`config.mk`:
```
export PLATFORM = sky130hd
export DESIGN_NAME = mod_sub_serial
export DESIGN_NICKNAME = d
export VERILOG_FILES = /design/src/rtl/mod_arith_pkg.sv /design/src/rtl/mod_digit_addsub.sv /design/src/rtl/mod_sub_serial.sv
export SDC_FILE = /design/constraint.sdc
export NUM_CORES = 1
export LEC_CHECK = 0
export BUFFER_PORTS_ARGS = -buffer_cell sky130_fd_sc_hd__buf_2
export CORE_ASPECT_RATIO = 1.25
export CORE_UTILIZATION = 50
export CTS_CLUSTER_SIZE = 24
export DETAILED_ROUTE_END_ITERATION = 10
export PLACE_DENSITY = 0.73
export SYNTH_ARGS = -nofsm -noshare
export SYNTH_HDL_FRONTEND = slang
export SYNTH_SLANG_ARGS = --single-unit
export TNS_END_PERCENT = 1
```
`constraint.sdc`:
```
create_clock -name clk -period 4.8 [get_ports clk]
set_input_delay 0.24 -clock clk [delete_from_list [all_inputs] [get_ports clk]]
set_output_delay 0.24 -clock clk [all_outputs]
set_load 0.03 [all_outputs]
```
`src/rtl/mod_arith_pkg.sv`:
```
// Shared types and helpers for the modular-arithmetic family.
// Digit-serial units derive their digit count and width legality here.
package mod_arith_pkg;

   typedef enum logic [1:0] {
      IDLE,
      SUB,
      ADD,
      DONE
   } state_t;

   function automatic int calc_k(
      input int width,
      input int digit
   );
      return width / digit;
   endfunction

   function automatic bit width_ok(
      input int width,
      input int digit
   );
      return (digit > 0) && (width >= digit) && (width % digit == 0);
   endfunction

endpackage

```
`src/rtl/mod_digit_addsub.sv`:
```
// One-digit adder/subtractor shared by both phases of the serial unit.
// In subtract mode cout is the borrow out; in add mode it is the carry.
module mod_digit_addsub #(
   parameter int DIGIT = 16
) (
   input  logic [DIGIT-1:0] x,
   input  logic [DIGIT-1:0] y,
   input  logic             cin,
   input  logic             sub,
   output logic [DIGIT-1:0] sum,
   output logic             cout
);

   logic [DIGIT:0] res;
   logic [DIGIT:0] cin_w;

   assign cin_w = {{DIGIT{1'b0}}, cin};

   always_comb begin
      if (sub)
         res = {1'b0, x} - {1'b0, y} - cin_w;
      else
         res = {1'b0, x} + {1'b0, y} + cin_w;
   end

   assign sum  = res[DIGIT-1:0];
   assign cout = res[DIGIT];

endmodule

```
`src/rtl/mod_sub_serial.sv`:
```
// Digit-serial S = (A - B) mod N: subtract pass, then an add-back
// pass over N only when the subtract pass ends with a borrow.
module mod_sub_serial
   import mod_arith_pkg::*;
#(
   parameter int WIDTH = 64,
   parameter int DIGIT = 16
) (
   input  logic             clk,
   input  logic             rst_n,
   input  logic             in_valid,
   output logic             in_ready,
   input  logic [WIDTH-1:0] A,
   input  logic [WIDTH-1:0] B,
   input  logic [WIDTH-1:0] N,
   output logic             out_valid,
   input  logic             out_ready,
   output logic [WIDTH-1:0] S
);

   localparam int K  = calc_k(WIDTH, DIGIT);
   localparam int IW = (K > 1) ? $clog2(K) : 1;
   localparam logic [IW-1:0] LAST = IW'(K - 1);

   generate
      if (!width_ok(WIDTH, DIGIT)) begin : g_width_chk
         $error("mod_sub_serial: WIDTH must be a multiple of DIGIT");
      end
   endgenerate

   state_t state;
   state_t state_n;

   logic [DIGIT-1:0] a_q [K];
   logic [DIGIT-1:0] b_q [K];
   logic [DIGIT-1:0] n_q [K];
   logic [DIGIT-1:0] d_q [K];

   logic [IW-1:0]    idx;
   logic             cy;
   logic             last;
   logic             accept;
   logic             sub;
   logic [DIGIT-1:0] x;
   logic [DIGIT-1:0] y;
   logic [DIGIT-1:0] sum;
   logic             cout;
   logic             in_ready_d;
   logic             out_valid_d;

   assign accept = in_valid && in_ready;
   assign last   = (idx == LAST);

   always_ff @(posedge clk or negedge rst_n) begin
      if (!rst_n)
         state <= IDLE;
      else
         state <= state_n;
   end

   always_comb begin
      state_n = state;
      unique case (state)
         IDLE: if (accept) state_n = SUB;
         SUB:  if (last) state_n = cout ? ADD : DONE;
         ADD:  if (last) state_n = DONE;
         DONE: if (out_ready) state_n = IDLE;
         default: state_n = IDLE;
      endcase
   end

   // Handshake flags are registered from the next state so they
   // switch cleanly on the edge that enters IDLE/DONE.
   always_comb begin
      in_ready_d  = (state_n == IDLE);
      out_valid_d = (state_n == DONE);
      sub         = (state == SUB);
      x           = sub ? a_q[idx] : d_q[idx];
      y           = sub ? b_q[idx] : n_q[idx];
   end

   always_ff @(posedge clk or negedge rst_n) begin
      if (!rst_n) begin
         in_ready  <= 1'b1;
         out_valid <= 1'b0;
      end else begin
         in_ready  <= in_ready_d;
         out_valid <= out_valid_d;
      end
   end

   mod_digit_addsub #(
      .DIGIT(DIGIT)
   ) u_digit (
      .x   (x),
      .y   (y),
      .cin (cy),
      .sub (sub),
      .sum (sum),
      .cout(cout)
   );

   always_ff @(posedge clk or negedge rst_n) begin
      if (!rst_n) begin
         for (int i = 0; i < K; i++) begin
            a_q[i] <= '0;
            b_q[i] <= '0;
            n_q[i] <= '0;
            d_q[i] <= '0;
         end
         idx <= '0;
         cy  <= 1'b0;
      end else begin
         unique case (state)
            IDLE: begin
               if (accept) begin
                  for (int i = 0; i < K; i++) begin
                     a_q[i] <= A[i*DIGIT +: DIGIT];
                     b_q[i] <= B[i*DIGIT +: DIGIT];
                     n_q[i] <= N[i*DIGIT +: DIGIT];
                     d_q[i] <= '0;
                  end
                  idx <= '0;
                  cy  <= 1'b0;
               end
            end
            SUB, ADD: begin
               d_q[idx] <= sum;
               // Top-digit borrow only steers the FSM; add-back
               // starts with a clear carry and its top carry is dropped.
               if (last) begin
                  idx <= '0;
                  cy  <= 1'b0;
               end else begin
                  idx <= idx + IW'(1);
                  cy  <= cout;
               end
            end
            default: ;
         endcase
      end
   end

   generate
      for (genvar g = 0; g < K; g++) begin : g_s
         assign S[g*DIGIT +: DIGIT] = d_q[g];
      end
   endgenerate

endmodule

```
-- Yosys cells after proc, flatten, opt, wreduce, memory -nomap -nowiden
Index checks and enable logic that the tools add are counted.
- input port bits: 196
- memories: 0
- latch bits: 0
- RAM bits: 0
- bits in read-only memories: 0
- output and inout bits: 66
- flip-flop bits (word level): 263
- reduce and logical (&&, ||, !) cells: 8
- order comparisons: 2
- div/mod/pow operators: 0
- shift operators: 0
- $add $sub $neg: 5
- bitwise logic cells: 1
- equal/unequal tests: 6
- multiplexer cells: 32
- multiply operators: 0
- operators with widths (operator ; count):
    $mux 16 ; 11
    $bmux 16 s2 ; 4
    $pmux 64 s2 ; 1
    $bwmux 64 ; 1
    $mux 64 ; 1
    $demux 16 s2 ; 1
    $add 16x16->17 ; 1
    $add 17x1->17 ; 1
    $mux 17 ; 1
    $sub 16x16->17 ; 1
    $sub 17x1->17 ; 1
    $mux 2 ; 6
    $eq 2x2->1 const B ; 4
    $pmux 2 s4 ; 1
    $logic_not 2->1 ; 2
    $pmux 2 s2 ; 1
    $reduce_and 2->1 ; 2
    $ge 3x3->1 const B ; 1
    $lt 3x1->1 const B ; 1
    $mux 1 ; 3
    $not 2->3 ; 1
    $add 2x1->2 const B ; 1
    $eq 2x1->1 const B ; 1
    $logic_and 1x1->1 ; 2
    4 further kinds ; 4

-- Logic depth before layout (Yosys ltp)
Gate-level depths: netlist of run 1.
- depth in word-level cells: 12
- gate-level depth with buffers: 21
- depth with buffers taken out: 17

-- Hierarchy
A second synthesis of run 1 with hierarchy kept.
- cell total of the unflattened synthesis: 1511
- area, all modules: 14216.1 um^2
- by module, submodules not included (module ; times used ; sequential area each (um^2) ; cells each ; area an instance (um^2)):
    mod_sub_serial ; 1 ; 6582.6 ; 1227 ; 12182.9
    mod_digit_addsub ; 1 ; 0.0 ; 284 ; 2033.2

-- Worst setup path after synthesis of run 1
OpenSTA, ideal clock, no wires.
- path kind: register to register
- start point: reg idx[0]
- end point: reg out_valid
- slack: 0.415 ns
- data required time: 4.681 ns
- clock period less this slack: 4.385 ns
- library setup time: 0.119 ns
- data arrival time: 4.266 ns
- stages on the path, launching flop included: 18
- cell sequence: dfrtp_1 > buf_2 > buf_2 > buf_2 > mux4_2 > nand2_1 > nand2_1 > ha_1 > inv_1 > ha_1 > and2_1 > a211o_1 > a21oi_2 > o32a_1 > nor3b_1 > a211o_1 > o31a_1 > and2_1
- cells in the longest elaborated chain, start to end: 12
- elaborated cells on any way between the ends: 26
- classes of those cells: 4 x add/sub; 2 x eq/ne; 19 x mux; 1 x bitwise
- RTL lines (what ; line ; source):
    start, declared ; mod_sub_serial.sv:39 ; logic [IW-1:0] idx;
    start signal, assigned ; mod_sub_serial.sv:135 ; idx <= idx + IW'(1);
    $not 2->3 (not written as such) ; mod_sub_serial.sv:78, mod_sub_serial.sv:79 ;
    $bmux 16 s2, on equally long branches ; mod_sub_serial.sv:78, mod_sub_serial.sv:79 ;
    $mux 16, on equally long branches (3 in series) ; mod_sub_serial.sv:78, mod_sub_serial.sv:79 ;
    $add 16x16->17 or $sub 16x16->17 (tied branches) ; mod_digit_addsub.sv:23, mod_digit_addsub.sv:21 ;
    $add 17x1->17 or $sub 17x1->17 (tied branches) ; mod_digit_addsub.sv:23, mod_digit_addsub.sv:21 ;
    $mux 17 ; mod_digit_addsub.sv:20 ; if (sub)
    $mux 1 ; mod_sub_serial.sv:65 ; SUB: if (last) state_n = cout ? ADD : DONE;
    $mux 2 ; mod_sub_serial.sv:65 ;
    $pmux 2 s4 * ; mod_sub_serial.sv:63 ; unique case (state)
    net state_n[0] ; mod_sub_serial.sv:32 ; state_t state_n;
    $eq 2x2->1 * ; mod_sub_serial.sv:76 ; out_valid_d = (state_n == DONE);
    net out_valid_d ; mod_sub_serial.sv:49 ; logic out_valid_d;
    end signal, assigned ; mod_sub_serial.sv:88 ; out_valid <= out_valid_d;
    end, declared ; mod_sub_serial.sv:16 ; output logic out_valid,
The timed path passes the listed nets; every way through them passes the cells marked *. The select of a mux whose other input is x is not followed.
A chain may end at the register's enable or synchronous reset.

-- Worst setup path in the final report of run 1
- start point: reg state[1]
- end point: reg d_q (netlist bit S[26])
- cells in the longest elaborated chain, start to end: 7
- elaborated cells on any way between the ends: 16
- classes of those cells: 4 x add/sub; 3 x eq/ne; 5 x mux; 4 x reduce/logical
- RTL lines (what ; line ; source):
    start, declared ; mod_sub_serial.sv:31 ; state_t state;
    start signal, assigned ; mod_sub_serial.sv:58 ; state <= state_n;
    $eq 2x1->1 ; mod_sub_serial.sv:77, mod_sub_serial.sv:114 ;
    $mux 16, on equally long branches ; mod_sub_serial.sv:78, mod_sub_serial.sv:79 ;
    $add 16x16->17 or $sub 16x16->17 (tied branches) ; mod_digit_addsub.sv:23, mod_digit_addsub.sv:21 ;
    $add 17x1->17 or $sub 17x1->17 (tied branches) ; mod_digit_addsub.sv:23, mod_digit_addsub.sv:21 ;
    $mux 17 ; mod_digit_addsub.sv:20 ;
    $bwmux 64 ; mod_sub_serial.sv:128 ; d_q[idx] <= sum;
    $pmux 64 s2 ; mod_sub_serial.sv:114 ; unique case (state)
    end signal, assigned by index ; mod_sub_serial.sv:128 ;
    end, declared ; mod_sub_serial.sv:37 ; logic [DIGIT-1:0] d_q [K];
Several ways; a longest one is shown, not always the timed one.

==> results of run 1 <==
==> stage by stage <==
| stage | worst slack [ns] | std cells | instance area [um^2] | util, % | hold WS, ns |
|---|---|---|---|---|---|
| 2_1_floorplan | 0.415 | 1119 | 13700 | - | -0.0556 |
| 3_3_place_gp | 0.530 | 1686 | 15500 | 57.5 | 0.277 |
| 3_5_place_dp | 0.380 | 1686 | 15500 | 57.5 | 0.273 |
| 4_1_cts | 0.362 | 1927 | 18400 | 68.2 | 0.146 |
| 5_1_grt | 0.210 | 1945 | 18500 | 68.6 | 0.205 |
| 6_report | 0.461 | 1945 | 18500 | 68.6 | 0.165 |
==> flip-flops by register name, indices dropped and copies added, names as in the netlist <==
signal,flops
cy,1
n_q,64
a_q,64
in_ready,1
out_valid,1
idx,2
b_q,64
state,2
S,64
==> per-layer routing <==
layer,up-vias,wire (um)
li1,4923,-
met1,5457,16000
met2,473,21600
met3,154,2440
met4,0,2650
met5,-,0
==> placed cells by master (no fill, tap or decap), drive strengths merged, types with 3 or more instances in the layout <==
master / synthesis / final
or4: 3 / 3
nor2b: 6 / 6
nand3: 6 / 6
diode: 0 / 9
a21o: 7 / 7
nor3: 5 / 5
a211oi: 4 / 4
mux4: 62 / 62
xnor2: 19 / 19
dfrtp: 262 / 262
a22o: 33 / 33
buf: 16 / 288
fa: 4 / 4
ha: 51 / 51
mux2: 194 / 194
a211o: 3 / 3
clkbuf: 41 / 35
bufinv: 0 / 4
a31oi: 4 / 4
o21ai: 59 / 59
a21oi: 33 / 33
inv: 57 / 58
clkinv: 0 / 5
o21bai: 4 / 4
nand2b: 7 / 7
nand2: 137 / 137
mux2i: 6 / 6
dlygate4sd3: 0 / 193
o22ai: 3 / 3
o31ai: 6 / 6
nor2: 35 / 35
o211ai: 4 / 4
and2: 24 / 24
clkinvlp: 0 / 3
xor2: 3 / 3
==> cell type report <==
cell class | count | area (um^2)
Tap cell | 345 | 432
Sequential cell | 263 | 6590
Inverter | 57 | 214
Antenna cell | 9 | 22.5
Clock inverter | 13 | 180
Timing Repair Buffer | 481 | 3550
Fill cell | 1808 | 8450
Multi-Input combinational cell | 742 | 6710
Clock buffer | 35 | 756
==> logic make-up (layout without fill, tap and decap cells) <==
kind of cell | count (synthesis) | in the layout | share of synthesized area, %
buffers and inverters | 114 | 586 | 3.24
muxes | 262 | 262 | 26.5
other | 0 | 9 | 0
xor gates and xnor gates | 22 | 22 | 1.40
adders and majority gates | 55 | 55 | 5.23
AOI/OAI and AO/OA | 172 | 172 | 8.30
DFF | 263 | 263 | 48.0
and+or+nand+nor | 231 | 231 | 7.34
==> tightest hold or removal path, delay by kind of cell <==
| family | cells | cell delay [ns] |
|---|---|---|
| simple gates | 2 | 0.20 |
| buf+inv | 1 | 0.12 |
| compound gates | 1 | 0.10 |
==> path summary, 6_finish.rpt <==
kind	startpoint	end	slack, ns
worst min register to register	n_q[27]	n_q[27]	0.50
max in group asynchronous	rst_n	b_q[61]	3.36
worst min-delay path	in_valid	state[1]	0.16
min in group asynchronous	rst_n	a_q[60]	0.26
worst max-delay path	state[1]	S[26]	0.46
worst max register to register	state[1]	S[26]	0.46
==> repair_timing <==
action / CTS / global route
hold endpoints to repair: 271 / 0
endpoints found under the setup margin: 0 / 3
hold buffers: 193 / 0
buffers inserted: 0 / 9
==> out/results.tsv, run 1 <==
metric	value	unit
critical path fanouts, max	63	
chip height	187	um
GR Layer Usage met1	36.4	%
GRT Overall Usage	30.8	%
fraction of layout cells with a size suffix above 1	37.5	%
CP Depth	16	
largest area contributor in the netlist	dfrtp_1	
number of cell rows	67	
Register-to-Register Path Depth	16	
Initial Util	51.0	%
met3 Usage GRT	5.00	%
Post-synth EDFFs	0	
DRC errors left	0	
syn nets	1370	
top post-synthesis cells by count	262 x dfrtp_1, 193 x mux2_2, 137 x nand2_1	
Final nets	1823	
FMAX	230	MHz
I/O pin count	262	
ANT nets after route	0	
CP Cell Sequence	inv_1, ha_2, buf_12, mux2_1, o22ai_1, nor2_1, inv_1, fa_1, o21bai_1, a2111oi_2, o21bai_1, a21oi_1, o31ai_1, xnor2_1, o21ai_0, o21ai_0	
WP buf/inv	3	
crit path max-delay cell type	a2111oi_2	
flop and latch count out of synthesis	263	
largest net degree at the start of global routing	193	
Vias/cell	5.66	
CP top delay family	compound AO/OA/AOI/OAI gates	
Reg clk slew, reported paths	0.07	ns
vias in the first global route	11808	
Final Setup Violations	0	
final setup TNS	0	ns
Detail Placement HPWL	26.2	mm
CTS root buf	clkbuf_16	
library cells used by synthesis	53	
Hold Vio Cnt, Final	0	
CTS HTree Levels	1	
grt total ovfl	0	
Post-Route WL	42.7	mm
synthesized instance count	1119	
Routed WL per cell	22.0	um
core area	26900	um^2
total CTS buffers	27	
Worst-Margin Slew	1.17	ns
Hold Path Stages	4	
Ys Warns	0	
TritonCTS clock tree	yes	
outcome	finished clean	
vias	11007	
Top FF cell, synth	dfrtp_1	
first-pass GRT wire length	65.7	mm
clk_skew	0.0253	ns
crit path kind	flop to flop	
initial antenna violation count	8	
Initial DRC Count	621	
Arr. time, crit path	4.74	ns
CP endpoint kind	flop	
met2 usage in global routing	52.4	%
area share of the largest cell type after synthesis	47.8	%
die width	150	um
Worst Setup Start Kind	flop	
Hold Path Class	input port to flop	
IO buf count	261	
DIE AREA	28100	um^2
final slew viol count	0	
Syn Area/Cell	12.3	um^2
required time of the critical path	5.20	ns
FFs w/ async S/R, synth	100	%
synthesized area	13700	um^2
synth top area cells	dfrtp_1 48%, mux2_2 16%, mux4_2 10%	
most heavily used metal layer in global routing	met2	
TritonRoute pass-1 iters	5	
Seq/Total Area, Yosys	48.0	%
RSZ-0062 raised after global routing	false	
minimum clock period	4.34	ns
gpl congestion	0.927	
count leader, synth	dfrtp_1	
CP peak stage delay	0.47	ns
max cap viols	0	
clock tree sinks	263	
Area Growth Syn to Fin	34.5	%
CTS max path bufs	3	
post_cts resized	0	
Slew HR	22.2	%
worst skew pair latency	0.57	ns
crit share post-route	90.4	%
Power of run 1 is not shown: default switching activity piles up to over one toggle a cycle in this logic, so the estimate is an artifact.
==> inputs of run 2 (changes only) <==
--- a/config.mk
+++ b/config.mk
@@ -8,8 +8,8 @@
 export BUFFER_PORTS_ARGS = -buffer_cell sky130_fd_sc_hd__buf_2
 export CORE_ASPECT_RATIO = 1.25
-export CORE_UTILIZATION = 50
+export CORE_UTILIZATION = 55
 export CTS_CLUSTER_SIZE = 24
 export DETAILED_ROUTE_END_ITERATION = 10
-export PLACE_DENSITY = 0.73
+export PLACE_DENSITY = 0.79
 export SYNTH_ARGS = -nofsm -noshare
 export SYNTH_HDL_FRONTEND = slang
==> constraint.sdc (replaced) <==
create_clock -name clk -period 4.8 [get_ports clk]
set_input_delay 0.24 -clock clk [delete_from_list [all_inputs] [get_ports clk]]
set_output_delay 0.24 -clock clk [all_outputs]
set_load 0.1 [all_outputs]
==> out/results.tsv, run 2 (synthesis results as in run 1) <==
metric	value	unit
first-pass GRT wire length	68.7	mm
Detail Placement HPWL	26.6	mm
commonest non-fill, non-tap cells in the layout	260 x dfrtp_1, 260 x buf_2, 193 x mux2_2, 193 x dlygate4sd3_1, 137 x nand2_1	
Final nets	1818	
minimum clock period	4.50	ns
CP Cell Sequence	buf_4, mux4_2, nand2_1, nand2_1, ha_1, inv_1, o21ai_0, a31oi_1, o21ai_0, a31oi_1, xnor2_1, mux2i_1, o21ai_0	
I/O pin count	262	
clk_skew	0.0280	ns
Initial DRC Count	804	
Worst-Margin Slew	1.15	ns
Worst Setup Start Kind	flop	
chip height	179	um
clock tree sinks	263	
final setup TNS	0	ns
Final Setup Violations	0	
CP top delay family	compound AO/OA/AOI/OAI gates	
Routed WL per cell	23.7	um
TritonRoute pass-1 iters	7	
ANT nets after route	0	
Hold Vio Cnt, Final	0	
gpl congestion	0.947	
initial antenna violation count	6	
DRC errors left	0	
die width	143	um
post-route cell area	18300	um^2
Reg clk slew, reported paths	0.07	ns
TritonCTS clock tree	yes	
grt total ovfl	0	
Post-Route WL	45.4	mm
required time of the critical path	5.19	ns
Vias/cell	5.98	
CP endpoint kind	flop	
max cap viols	0	
number of cell rows	64	
WP buf/inv	2	
Hold Path Class	input port to flop	
CTS root buf	clkbuf_16	
vias in the first global route	12395	
crit path max-delay cell type	dfrtp_4	
GRT Overall Usage	36.3	%
post-CTS setup buffers	0	
worst skew pair latency	0.57	ns
Fin Hold WS	0.128	ns
vias	11483	
crit path kind	flop to flop	
Initial Util	56.0	%
CTS max path bufs	3	
RSZ-0062 raised after global routing	false	
crit share post-route	93.8	%
outcome	finished clean	
Arr. time, crit path	4.90	ns
Slew HR	23.4	%
Area Growth Syn to Fin	33.3	%
final slew viol count	0	
fraction of layout cells with a size suffix above 1	37.1	%
total CTS buffers	26	
IO buf count	261	
largest net degree at the start of global routing	136	
CTS HTree Levels	1	
DIE AREA	25600	um^2
critical path fanouts, max	19	
CP peak stage delay	0.70	ns
crit-path most repeated cell	o21ai_0	
placed inst area	15500	um^2
core area	24500	um^2
FMAX	222	MHz
run 2: worst min-delay path, cell delays in order:
cell	delay (ns)
buf_2	0.12
nand2_1	0.10
nand2_1	0.08
a21oi_1	0.10
run 2: per-stage QoR:
step | instances | util [%] | setup WS, ns
finish | 1919 | 74.6 | 0.298
global route | 1919 | 74.6 | 0.0998
CTS | 1915 | 74.6 | 0.406
detailed placement | 1676 | 63.2 | 0.479
global placement | 1676 | 63.2 | 0.521
floorplan | 1119 | - | 0.415
run 2: worst paths after layout:
kind / from / endpoint / cells after the start / slack, ns
max: idx[0] / S[43] / 13 / 0.30
min: in_valid / state[1] / 4 / 0.13
max reg2reg: idx[0] / S[43] / 13 / 0.30
min reg2reg: S[11] / S[11] / 2 / 0.51
max in group asynchronous: rst_n / idx[1] / 3 / 3.29
min in group asynchronous: rst_n / a_q[17] / 2 / 0.37
run 2: area by class of cell:
cell class	instances	area [um^2]
Antenna cell	4	10.0
Clock buffer	35	714
Clock inverter	11	155
Fill cell	1489	6210
Inverter	57	214
Multi-Input combinational cell	742	6710
Sequential cell	263	6590
Tap cell	330	413
Timing Repair Buffer	477	3480
run 2: layer usage:
layer,wire length [um],vias to the layer above,GRT usage [%],share of wire (%)
met3,3460,235,7.44,7.6
met4,3340,2,25.0,7.3
li1,-,4910,-,-
met1,15300,5657,39.8,34
met5,12,-,0,0.026
met2,23400,679,63.2,51
run 2: timing repair:
| item | 4_1_cts | 5_1_grt |
|---|---|---|
| hold endpoints to repair | 325 | 0 |
| hold buffers | 193 | 0 |
| gates resized for setup | 0 | 0 |
Power of run 2 is left out for the same reason.
==> inputs of run 3 (changes only) <==
clock period = 4.4 ns   (was 4.8 ns; I/O delays follow)
==> out/results.tsv, run 3 (synthesis results as in run 1) <==
metric	value	unit
outcome	finished clean	
fillcell total	1541	
crit path kind	flop to flop	
clock tree sinks	263	
chip height	179	um
RSZ-0062 raised after global routing	false	
Critical Path Source	state[1]	
clk_skew	0.0202	ns
vias in the first global route	12022	
Detail Placement HPWL	25.7	mm
Initial DRC Count	711	
post-CTS setup buffers	0	
multi-input logic area	6750	um^2
Routed WL per cell	22.5	um
R2R Path End	S[63]	
commonest non-fill, non-tap cells in the layout	260 x dfrtp_1, 260 x buf_2, 193 x mux2_2, 193 x dlygate4sd3_1, 137 x nand2_1	
fraction of layout cells with a size suffix above 1	37.9	%
final slew viol count	0	
DIE AREA	25600	um^2
Vias/cell	5.82	
FF/Latch Area	6590	um^2
max cap viols	0	
Final Setup Violations	0	
Arr. time, crit path	4.63	ns
CTS root buf	clkbuf_16	
largest net degree at the start of global routing	193	
CP endpoint kind	flop	
I/O pin count	262	
number of cell rows	64	
die width	143	um
CP endpoint	S[63]	
gpl congestion	0.905	
Reg clk slew, reported paths	0.06	ns
required time of the critical path	4.84	ns
vias	11227	
TritonRoute pass-1 iters	5	
CTS HTree Levels	1	
first-pass GRT wire length	65.9	mm
crit share post-route	95.2	%
worst skew pair latency	0.56	ns
Hold Vio Cnt, Final	0	
minimum clock period	4.19	ns
Initial Util	56.0	%
final setup TNS	0	ns
ANT nets after route	0	
IO buf count	261	
Final nets	1822	
CTS max path bufs	3	
Reg2Reg Setup Slack	0.21	ns
Worst Setup Start Kind	flop	
FMAX	239	MHz
Worst R2R Start	state[1]	
Register-to-Register Path Depth	15	
TritonCTS clock tree	yes	
total CTS buffers	27	
Worst-Margin Slew	1.08	ns
Hold Path Class	input port to flop	
Area Growth Syn to Fin	34.2	%
initial antenna violation count	8	
core area	24500	um^2
Slew HR	27.7	%
Post-Route WL	43.4	mm
critical path fanouts, max	63	
GRT Overall Usage	34.7	%
DRC errors left	0	
grt total ovfl	0	
-- run 3: stage by stage --
step / cells / hold slack (ns) / cell area, um^2 / worst slack, ns / utilization, %
6_report: 1929 / 0.121 / 18400 / 0.212 / 75.2
5_1_grt: 1929 / 0.192 / 18400 / 0.00655 / 75.2
4_1_cts: 1922 / 0.123 / 18400 / 0.161 / 75.0
3_5_place_dp: 1679 / 0.388 / 15500 / 0.167 / 63.4
3_3_place_gp: 1679 / 0.374 / 15500 / 0.228 / 63.4
2_1_floorplan: 1119 / -0.0756 / 13700 / 0.0153 / -
-- run 3: metal layers --
layer | GRT usage, % | vias up | share of wire (%)
li1 | - | 4921 | -
met1 | 38.8 | 5559 | 35
met2 | 61.3 | 572 | 52
met3 | 6.04 | 173 | 6.4
met4 | 21.5 | 2 | 6.2
met5 | 0 | - | 0.030
-- run 3: critical path, stage by stage, from the launching register on --
cell and delay, ns:
dfrtp_1 0.42, inv_1 0.10, ha_2 0.21, buf_12 0.30, mux2_1 0.39, o22ai_2 0.29, nor2_1 0.14, ha_1 0.33
a211o_1 0.14, nand3_1 0.12, a31oi_2 0.36, o21bai_1 0.12, a211oi_1 0.40, or4_1 0.18, nand4_1 0.26, a22o_1 0.27
-- run 3: cell type report --
cell class,instances,share of cell area (%)
Multi-Input combinational cell,742,36.6
Tap cell,330,2.24
Clock inverter,12,0.591
Sequential cell,263,35.8
Antenna cell,7,0.0951
Inverter,57,1.16
Clock buffer,38,4.27
Timing Repair Buffer,480,19.2
-- run 3: how the worst min path moves through the flow --
stage                        start  endpoint  slack (ns)  cells past startpoint
after floorplan              rst_n      S[0]       -0.08                      0
after global placement       rst_n      S[5]        0.37                      1
after detailed placement     rst_n      S[5]        0.39                      1
after CTS                 in_valid  state[1]        0.12                      4
after global routing      in_valid  state[1]        0.19                      4
final                     in_valid  state[1]        0.12                      4
-- run 3: repair_timing --
action                                  4_1_cts  5_1_grt
hold buffers                                193        0
gates resized for setup                       0        7
hold endpoints to repair                    312        0
endpoints found under the setup margin        0       23
Power of run 3 is left out for the same reason.
